$ cat src/rtl/systolic_result_serializer_if.sv
// Stream side of the systolic result serializer: one matrix element per
// valid/ready handshake, tagged with its row/column and a last marker.
interface systolic_result_serializer_if #(
    parameter int N     = 4,
    parameter int OUT_W = 16
);
    localparam int RW = $clog2(N);

    logic             o_valid;
    logic             i_ready;
    logic [OUT_W-1:0] o_data;
    logic [RW-1:0]    o_row;
    logic [RW-1:0]    o_col;
    logic             o_last;

    // Serializer side drives the element, consumer drives ready.
    modport master (
        output o_valid,
        input  i_ready,
        output o_data,
        output o_row,
        output o_col,
        output o_last
    );

    modport slave (
        input  o_valid,
        output i_ready,
        input  o_data,
        input  o_row,
        input  o_col,
        input  o_last
    );
endinterface

$ cat src/rtl/systolic_result_serializer.sv
// systolic_result_serializer: captures an N x N x 32-bit result matrix on a
// one-cycle strobe and streams it out row-major, one element per handshake.
// Optional saturation of elements wider than OUT_W is enabled by defining
// SYSTOLIC_RESULT_SAT_EN; otherwise elements are truncated to OUT_W bits.
module systolic_result_serializer #(
    parameter int N     = 4,
    parameter int OUT_W = 16
) (
    input  logic                        i_clk,
    input  logic                        i_arst_n,
    input  logic [N-1:0][N-1:0][31:0]   i_c,
    input  logic                        i_validResult,
    output logic                        o_idle,
    output logic                        o_overrun,
    output logic                        o_satSeen,
    systolic_result_serializer_if.master strm
);
    localparam int RW = $clog2(N);
    localparam logic [RW-1:0] MAX_IDX = RW'(N - 1);

    // Parameter sanity: a 1x1 or 2x2 array is not a supported configuration.
    if (N <= 2) begin : g_bad_n
        $error("systolic_result_serializer: N must be > 2");
    end
    if (OUT_W < 1 || OUT_W > 32) begin : g_bad_w
        $error("systolic_result_serializer: OUT_W must be 1..32");
    end

    typedef enum logic {
        IDLE   = 1'b0,
        STREAM = 1'b1
    } state_t;

    state_t                    state, state_nxt;
    logic [N-1:0][N-1:0][31:0] mat;
    logic [RW-1:0]             row, col;
    logic [RW-1:0]             row_nxt, col_nxt;
    logic [OUT_W-1:0]          data_q, data_nxt;
    logic                      last_q;
    logic                      ovr_q;
    logic                      hs;
    logic                      load_new;
    logic                      advance;
    logic                      go_idle;
    logic [31:0]               elem_nxt;

    assign strm.o_valid = (state == STREAM);
    assign strm.o_data  = data_q;
    assign strm.o_row   = row;
    assign strm.o_col   = col;
    assign strm.o_last  = last_q;
    assign o_idle       = (state == IDLE);
    assign o_overrun    = ovr_q;

    assign hs = strm.o_valid && strm.i_ready;

    // Next state: a strobe is only accepted when idle or on the very
    // handshake that retires the final element, so streams can chain
    // back-to-back without a bubble.
    always_comb begin
        state_nxt = state;
        load_new  = 1'b0;
        advance   = 1'b0;
        go_idle   = 1'b0;
        case (state)
            IDLE: begin
                if (i_validResult) begin
                    load_new  = 1'b1;
                    state_nxt = STREAM;
                end
            end
            STREAM: begin
                if (hs) begin
                    if (last_q) begin
                        if (i_validResult) begin
                            load_new = 1'b1;
                        end else begin
                            go_idle   = 1'b1;
                            state_nxt = IDLE;
                        end
                    end else begin
                        advance = 1'b1;
                    end
                end
            end
            default: state_nxt = IDLE;
        endcase
    end

    // Next element position: row-major walk, a fresh matrix starts at [0][0].
    always_comb begin
        row_nxt = '0;
        col_nxt = '0;
        if (advance) begin
            if (col == MAX_IDX) begin
                col_nxt = '0;
                row_nxt = row + RW'(1);
            end else begin
                row_nxt = row;
                col_nxt = col + RW'(1);
            end
        end
    end

    // The first element of a new matrix comes straight from the input bus
    // because the capture buffer is only written at the same edge.
    assign elem_nxt = load_new ? i_c[0][0] : mat[row_nxt][col_nxt];

`ifdef SYSTOLIC_RESULT_SAT_EN
    logic sat_nxt;
    logic sat_q;

    if (OUT_W < 32) begin : g_sat
        // Unsigned clamp: any set bit above OUT_W means the value does not fit.
        always_comb begin
            sat_nxt  = |elem_nxt[31:OUT_W];
            data_nxt = sat_nxt ? {OUT_W{1'b1}} : elem_nxt[OUT_W-1:0];
        end
    end else begin : g_full
        assign sat_nxt  = 1'b0;
        assign data_nxt = elem_nxt[OUT_W-1:0];
    end

    // Sticky flag raised at the edge that presents a clamped element, so it
    // is already high during that element's first valid cycle.
    always_ff @(posedge i_clk or negedge i_arst_n) begin
        if (!i_arst_n) begin
            sat_q <= 1'b0;
        end else if ((load_new || advance) && sat_nxt) begin
            sat_q <= 1'b1;
        end
    end

    assign o_satSeen = sat_q;
`else
    if (OUT_W < 32) begin : g_trunc
        logic unused_hi_bits;
        assign unused_hi_bits = ^elem_nxt[31:OUT_W];
    end
    assign data_nxt  = elem_nxt[OUT_W-1:0];
    assign o_satSeen = 1'b0;
`endif

    // State register.
    always_ff @(posedge i_clk or negedge i_arst_n) begin
        if (!i_arst_n) begin
            state <= IDLE;
        end else begin
            state <= state_nxt;
        end
    end

    // Capture buffer holds the whole result for the duration of the stream.
    always_ff @(posedge i_clk or negedge i_arst_n) begin
        if (!i_arst_n) begin
            mat <= '0;
        end else if (load_new) begin
            mat <= i_c;
        end
    end

    // Output element registers; they only move on a load or a handshake,
    // which keeps them stable while the consumer stalls.
    always_ff @(posedge i_clk or negedge i_arst_n) begin
        if (!i_arst_n) begin
            row    <= '0;
            col    <= '0;
            data_q <= '0;
            last_q <= 1'b0;
        end else if (load_new || advance) begin
            row    <= row_nxt;
            col    <= col_nxt;
            data_q <= data_nxt;
            last_q <= (row_nxt == MAX_IDX) && (col_nxt == MAX_IDX);
        end else if (go_idle) begin
            row    <= '0;
            col    <= '0;
            data_q <= '0;
            last_q <= 1'b0;
        end
    end

    // Overrun pulse: a strobe that arrived while a stream was still owed
    // elements was dropped.
    always_ff @(posedge i_clk or negedge i_arst_n) begin
        if (!i_arst_n) begin
            ovr_q <= 1'b0;
        end else begin
            ovr_q <= i_validResult && (state == STREAM) && !(hs && last_q);
        end
    end
endmodule

$ cat src/flat_wrapper.sv
// flat-port wrapper written by rule: the top's interface ports become plain ports
module systolic_result_serializer_flat 
#(
    parameter int N     = 4,
    parameter int OUT_W = 16
)
  (i_clk, i_arst_n, i_c, i_validResult, o_idle, o_overrun, o_satSeen, strm_o_valid, strm_i_ready, strm_o_data, strm_o_row, strm_o_col, strm_o_last);
  systolic_result_serializer_if #(.N(N), .OUT_W(OUT_W)) strm_i ();
  input  logic i_clk;
  input  logic i_arst_n;
  input  logic [N-1:0][N-1:0][31:0] i_c;
  input  logic i_validResult;
  output logic o_idle;
  output logic o_overrun;
  output logic o_satSeen;
  output wire logic [$bits(strm_i.o_valid)-1:0] strm_o_valid;
  input wire logic [$bits(strm_i.i_ready)-1:0] strm_i_ready;
  output wire logic [$bits(strm_i.o_data)-1:0] strm_o_data;
  output wire logic [$bits(strm_i.o_row)-1:0] strm_o_row;
  output wire logic [$bits(strm_i.o_col)-1:0] strm_o_col;
  output wire logic [$bits(strm_i.o_last)-1:0] strm_o_last;
  assign strm_o_valid = strm_i.o_valid;
  assign strm_i.i_ready = strm_i_ready;
  assign strm_o_data = strm_i.o_data;
  assign strm_o_row = strm_i.o_row;
  assign strm_o_col = strm_i.o_col;
  assign strm_o_last = strm_i.o_last;
  systolic_result_serializer #(.N(N), .OUT_W(OUT_W)) u_core (.i_clk(i_clk), .i_arst_n(i_arst_n), .i_c(i_c), .i_validResult(i_validResult), .o_idle(o_idle), .o_overrun(o_overrun), .o_satSeen(o_satSeen), .strm(strm_i));
endmodule
$ cat config.mk
export PLATFORM = sky130hd
export DESIGN_NAME = systolic_result_serializer_flat
export DESIGN_NICKNAME = d
export VERILOG_FILES = /design/src/rtl/systolic_result_serializer_if.sv /design/src/rtl/systolic_result_serializer.sv /design/src/flat_wrapper.sv
export SDC_FILE = /design/constraint.sdc
export NUM_CORES = 1
export LEC_CHECK = 0
export CAP_MARGIN = 10
export CELL_PAD_IN_SITES_DETAIL_PLACEMENT = 1
export CELL_PAD_IN_SITES_GLOBAL_PLACEMENT = 1
export CORE_MARGIN = 5
export CORE_UTILIZATION = 30
export CTS_CLUSTER_SIZE = 24
export DETAILED_ROUTE_END_ITERATION = 12
export PLACE_DENSITY = 0.77
export SLEW_MARGIN = 20
export SYNTH_ARGS = -nofsm -noshare
export SYNTH_HDL_FRONTEND = slang
export SYNTH_SLANG_ARGS = --single-unit
export TNS_END_PERCENT = 100
$ cat constraint.sdc
create_clock -name i_clk -period 3.7 [get_ports i_clk]
set_input_delay 0.555 -clock i_clk [delete_from_list [all_inputs] [get_ports i_clk]]
set_output_delay 0.555 -clock i_clk [all_outputs]
set_load 0.01 [all_outputs]
Word level (Yosys, flattened, before mapping):

Index checks and enable logic that the tools add are counted.

* bits in registers: 535
* bits in latches: 0
* bits in writable memories: 0
* ROM bits: 0
* bits of input ports: 516
* output and inout bits: 25
* logic and storage cells: 68
* memories kept: 0

* add/sub/neg operators: 2
* $mul: 0
* div/mod/pow operators: 0
* order comparisons: 2
* equal/unequal tests: 3
* shift-type cells: 0
* mux-type cells: 30
* bitwise gates (word level): 1
* reductions and logical operators: 8

Operator list (number)
* $bmux W128 S2: 1
* $mux W128: 1
* $bmux W32 S2: 1
* $mux W16: 4
* $mux W1: 14
* $mux W2: 7
* $eq A2 B2 Y1 const B: 3
* $lt A2 B3 Y1 const B: 2
* $logic_and A1 B1 Y1: 5
* $add A2 B1 Y2 const B: 2
* $pmux W1 S2: 2
* $reduce_bool A2 Y1: 1
* $logic_not A1 Y1: 1
* $logic_or A1 B1 Y1: 1
* $not A1 Y1: 1

Longest topological paths before layout:

* depth in word-level cells: 10
* gate-level depth with buffers: 10
* mapped depth without buffers: 7

Worst setup path before layout:

No wires, ideal clock.

* kind: register -> register
* start point: reg u_core.col[0], in the netlist u_core.strm.o_col[0]
* end point: reg u_core.data_q[8], in the netlist u_core.strm.o_data[8]
* library setup time: 0.126 ns
* data arrival time: 2.072 ns
* data required time: 3.574 ns
* slack: 1.502 ns
* cell stages (with the launch flop): 9
* buffers on the path: 1
* clock period less this slack: 2.198 ns
* path through: dfrtp_1 -> ha_1 -> buf_6 -> xnor2_2 -> mux2i_1 -> o22ai_1 -> a21oi_1 -> nand3_1 -> o32a_1

* longest elaborated chain between the ends: 9
* elaborated cells on any way between the ends: 12
* those cells by class: add/sub: 1; eq/ne: 1; mux: 10

Ends and longest elaborated chain
* start, declared: line systolic_result_serializer.sv:36 `logic [RW-1:0] row, col;`
* start signal, assigned: line systolic_result_serializer.sv:172 `col <= col_nxt;`
* $eq A2 B2 Y1: line systolic_result_serializer.sv:95 `if (col == MAX_IDX) begin`
* $mux W2: line systolic_result_serializer.sv:95
* $mux W2: line systolic_result_serializer.sv:94 `if (advance) begin`
* $bmux W128 S2: line systolic_result_serializer.sv:107 `assign elem_nxt = load_new ? i_c[0][0] : mat[row_nxt][col_nxt];`
* $mux W128 (implied by the code): line systolic_result_serializer.sv:107
* $bmux W32 S2 *: line systolic_result_serializer.sv:107
* $mux W16 (implied by the code) *: line systolic_result_serializer.sv:107
* $mux W16 *: line systolic_result_serializer.sv:107
* $mux W16 *: line systolic_result_serializer.sv:170 `end else if (load_new || advance) begin`
* end signal, assigned: line systolic_result_serializer.sv:173 `data_q <= data_nxt;`
* end, declared: line systolic_result_serializer.sv:38 `logic [OUT_W-1:0] data_q, data_nxt;`

Every way passes the cells marked *; elsewhere a longest branch is shown, timed or not. The select of a mux whose other input is x is not followed.
A chain may end at the register's enable or synchronous reset.

Worst setup path in the final report:

* start point: reg u_core.col[0], in the netlist u_core.strm.o_col[0]
* end point: reg u_core.data_q[12], in the netlist u_core.strm.o_data[12]

Same word-level chain as after synthesis.

==> reports/qor.yml <==
sta:
  min_period_ps: 3010
  tightest_slew_ps: 890
  drv_slew: 0
  holdWs_ps: 58.5
  hold_violations: 0
  finalSetupViolCount: 0
  skew_ps: 13.3
  layout_setup_ws_ps: 686
  min_period_over_period_pct: 81.5
  fmax_ghz: 0.332
  rsz0062_at_grt: "false"
  setup-tns-final_ps: 0
  relSlewSlack_pct: 40.7
clock_network:
  cts_made_buffers: 35
  cts_hold_buf: 0
  clock_latency_ps: 530
  cts_resized: 0
  cts_tree: "done"
  cts-root-buf: "clkbuf_16"
  clock_path_buffers: 3
  clkTransAtPathRegs_ps: 60
  cts.sinks: 279
  post_cts_buffers: 0
  h-tree-depth: 2
synth:
  yosysUniqueCellTypes: 56
  ys_ff_latch: 279
  synth_edf_count: 0
  synth_async_sr_flop_share_pct: 100
  syn_area_mm2: 0.0130
  seq_area_frac_synth_pct: 53.8
  synth.area.top_cells: "dfrtp_1 (54%), nand2_1 (25%), mux2i_1 (3.9%)"
  synth_top_area_share_pct: 53.8
  netlist_instances: 1514
  syn_nets: 2031
  synth-main-ff-cell: "dfrtp_1"
  synth_top_area_cell: "dfrtp_1"
  yosysWarnings: 0
  syn_area_per_cell_um2: 8.57
setup_path:
  cp_max_fo: 16
  crit_arrival_ps: 3400
  cp.depth: 6
  rr_worst_depth: 6
  crit_path_cell_trace: "ha_1 > nand2_1 > nor2_1 > a41oi_1 > o311ai_0 > o31ai_1"
  crit_family: "simple AND/OR/NAND/NOR gates"
  critical_path_class: "reg -> reg"
  reg2reg_setup_slack_ps: 690
  cp_slowest_cell: "ha_1"
  required_ps: 4080
  critical_path.max_stage_delay_ps: 810
  critPathBufInv: 0
  end_kind: "register"
  start_kind: "register"
outcome:
  status: "finished, final reports clean"
die:
  rows: 76
  die_w_um: 218
  start_util_pct: 30.2
  ioPinCount: 541
  die_y_um: 218
  core_area_mm2: 0.0429
  die_area_mm2: 0.0475
final_layout:
  n_antenna_cell: 0
  layout_common_cells: "nand2_1 (848), clkdlybuf4s50_1 (282), dfrtp_1 (278), mux2i_1 (50), a21oi_1 (41)"
  fill_cells: 5010
  fin_nets: 2292
  postLayoutCellArea_mm2: 0.0176
  multiInputGateArea_mm2: 0.00552
  synthToLayoutAreaGrowth_pct: 36.0
  layout-drive-gt1-share_pct: 7.50
  seq_area_mm2: 0.00698
  fin_cells: 2384
  mostFrequentLayoutCell: "nand2_1"
placement:
  place_ws_ps: 682
  place.gp.congestion: 0.837
  dpl.cell_count: 2323
  place_area_mm2: 0.0165
  place.port_buffers: 283
  hpwl_um: 34700
detailed_routing:
  drt_iter0_drc: 812
  drc: 0
  via_per_inst: 4.82
  route.detailed.wl_per_inst_um: 20.1
  vias: 11500
  drt_wl_total_um: 48000
  antenna_left: 0
  dr.pass1.iters: 6
grt:
  grt-ovfl-total: 0
  grt_pass1_vias: 12400
  grt_pass1_wl_um: 73700
  antenna_found_initial: 7
  grt.total_usage_pct: 19.9
  grt_max_degree: 104
hold_path:
  hp-class: "in -> async"
power_and_ir_drop:
  powerDensity_mw_per_mm2: 764
  ir_worst_vdd_v: 0.000297
  p_leak_nw: 8.42
run:
  maxCapViolations: 0
[stage by stage]
step           power [mW]  util, %
6_report             13.5     41.1
5_1_grt              14.4     41.1
4_1_cts              13.6     41.1
3_5_place_dp         10.1     38.4
3_3_place_gp         9.86     38.4
2_1_floorplan        7.97        -
[worst paths after layout]
kind,to,start
setup / recovery,u_core.strm.o_data[12],u_core.strm.o_col[0]
hold / removal,u_core.mat[33],i_arst_n
setup reg to reg,u_core.strm.o_data[12],u_core.strm.o_col[0]
hold reg to reg,u_core.mat[449],u_core.mat[449]
max in group asynchronous,u_core.mat[353],i_arst_n
min in group i_clk,u_core.mat[449],u_core.mat[449]
[routing by layer]
layer | up-vias | GRT usage [%] | share of wire, %
li1 | 5414 | - | -
met2 | 323 | 30.3 | 44
met5 | - | 0 | 0.17
met3 | 56 | 6.32 | 7.4
met1 | 5690 | 28.3 | 47
met4 | 12 | 3.77 | 1.4
[worst register-to-register path, cell delays in order (launching register included)]
cell      delay, ps
dfrtp_1         450
ha_1            810
nand2_1         420
nor2_1          520
a41oi_1         300
o311ai_0        220
o31ai_1         140
[cell families after synthesis]
kind of cell,Yosys count,synth area share [%]
AND/OR/NAND/NOR,909,27.3
flip-flops,279,53.8
AO/OA/AOI/OAI,150,7.97
buffers and inverters,98,3.73
multiplexers,74,6.72
XOR/XNOR,2,0.338
adder cells (fa/ha/maj),1,0.0965
other,1,0.0289
[area by class of cell]
cell class / count / area share (%)
multi-input combinational: 1137 / 31.3
clock buffer: 48 / 5.88
tap: 585 / 4.15
clock inverter: 13 / 0.702
sequential: 279 / 39.6
timing repair buffer: 321 / 18.3
inverter: 1 / 0.0213
[power breakdown]
group	leakage (nW)	switching (mW)	total, mW	internal, mW
Sequential	3.51	0.855	5.28	4.43
Clock	0.575	1.34	3.44	2.10
Combinational	4.33	2.72	4.76	2.03
[synthesized netlist by cell type (all sizes together) (2+ instances only)]
cell,number
a2111oi,6
o31ai,16
mux2,15
a211oi,12
nand3,21
mux2i,50
o21ai,20
a31oi,2
nor2b,2
a21oi,42
nor2,17
nand2,850
o211ai,2
a41oi,6
o311ai,5
a22oi,24
o221ai,5
and2,7
mux4,9
dfrtp,279
clkbuf,46
buf,51
o22ai,2
nand3b,4
[state kept, by name, indices dropped and copies added, names as in the netlist]
register             count
u_core.mat             256
u_core.strm.o_data      16
u_core.strm.o_valid      1
u_core.o_overrun         1
u_core.strm.o_col        2
u_core.strm.o_last       1
u_core.strm.o_row        2
Note: power is estimated with default switching activity, not from simulation.
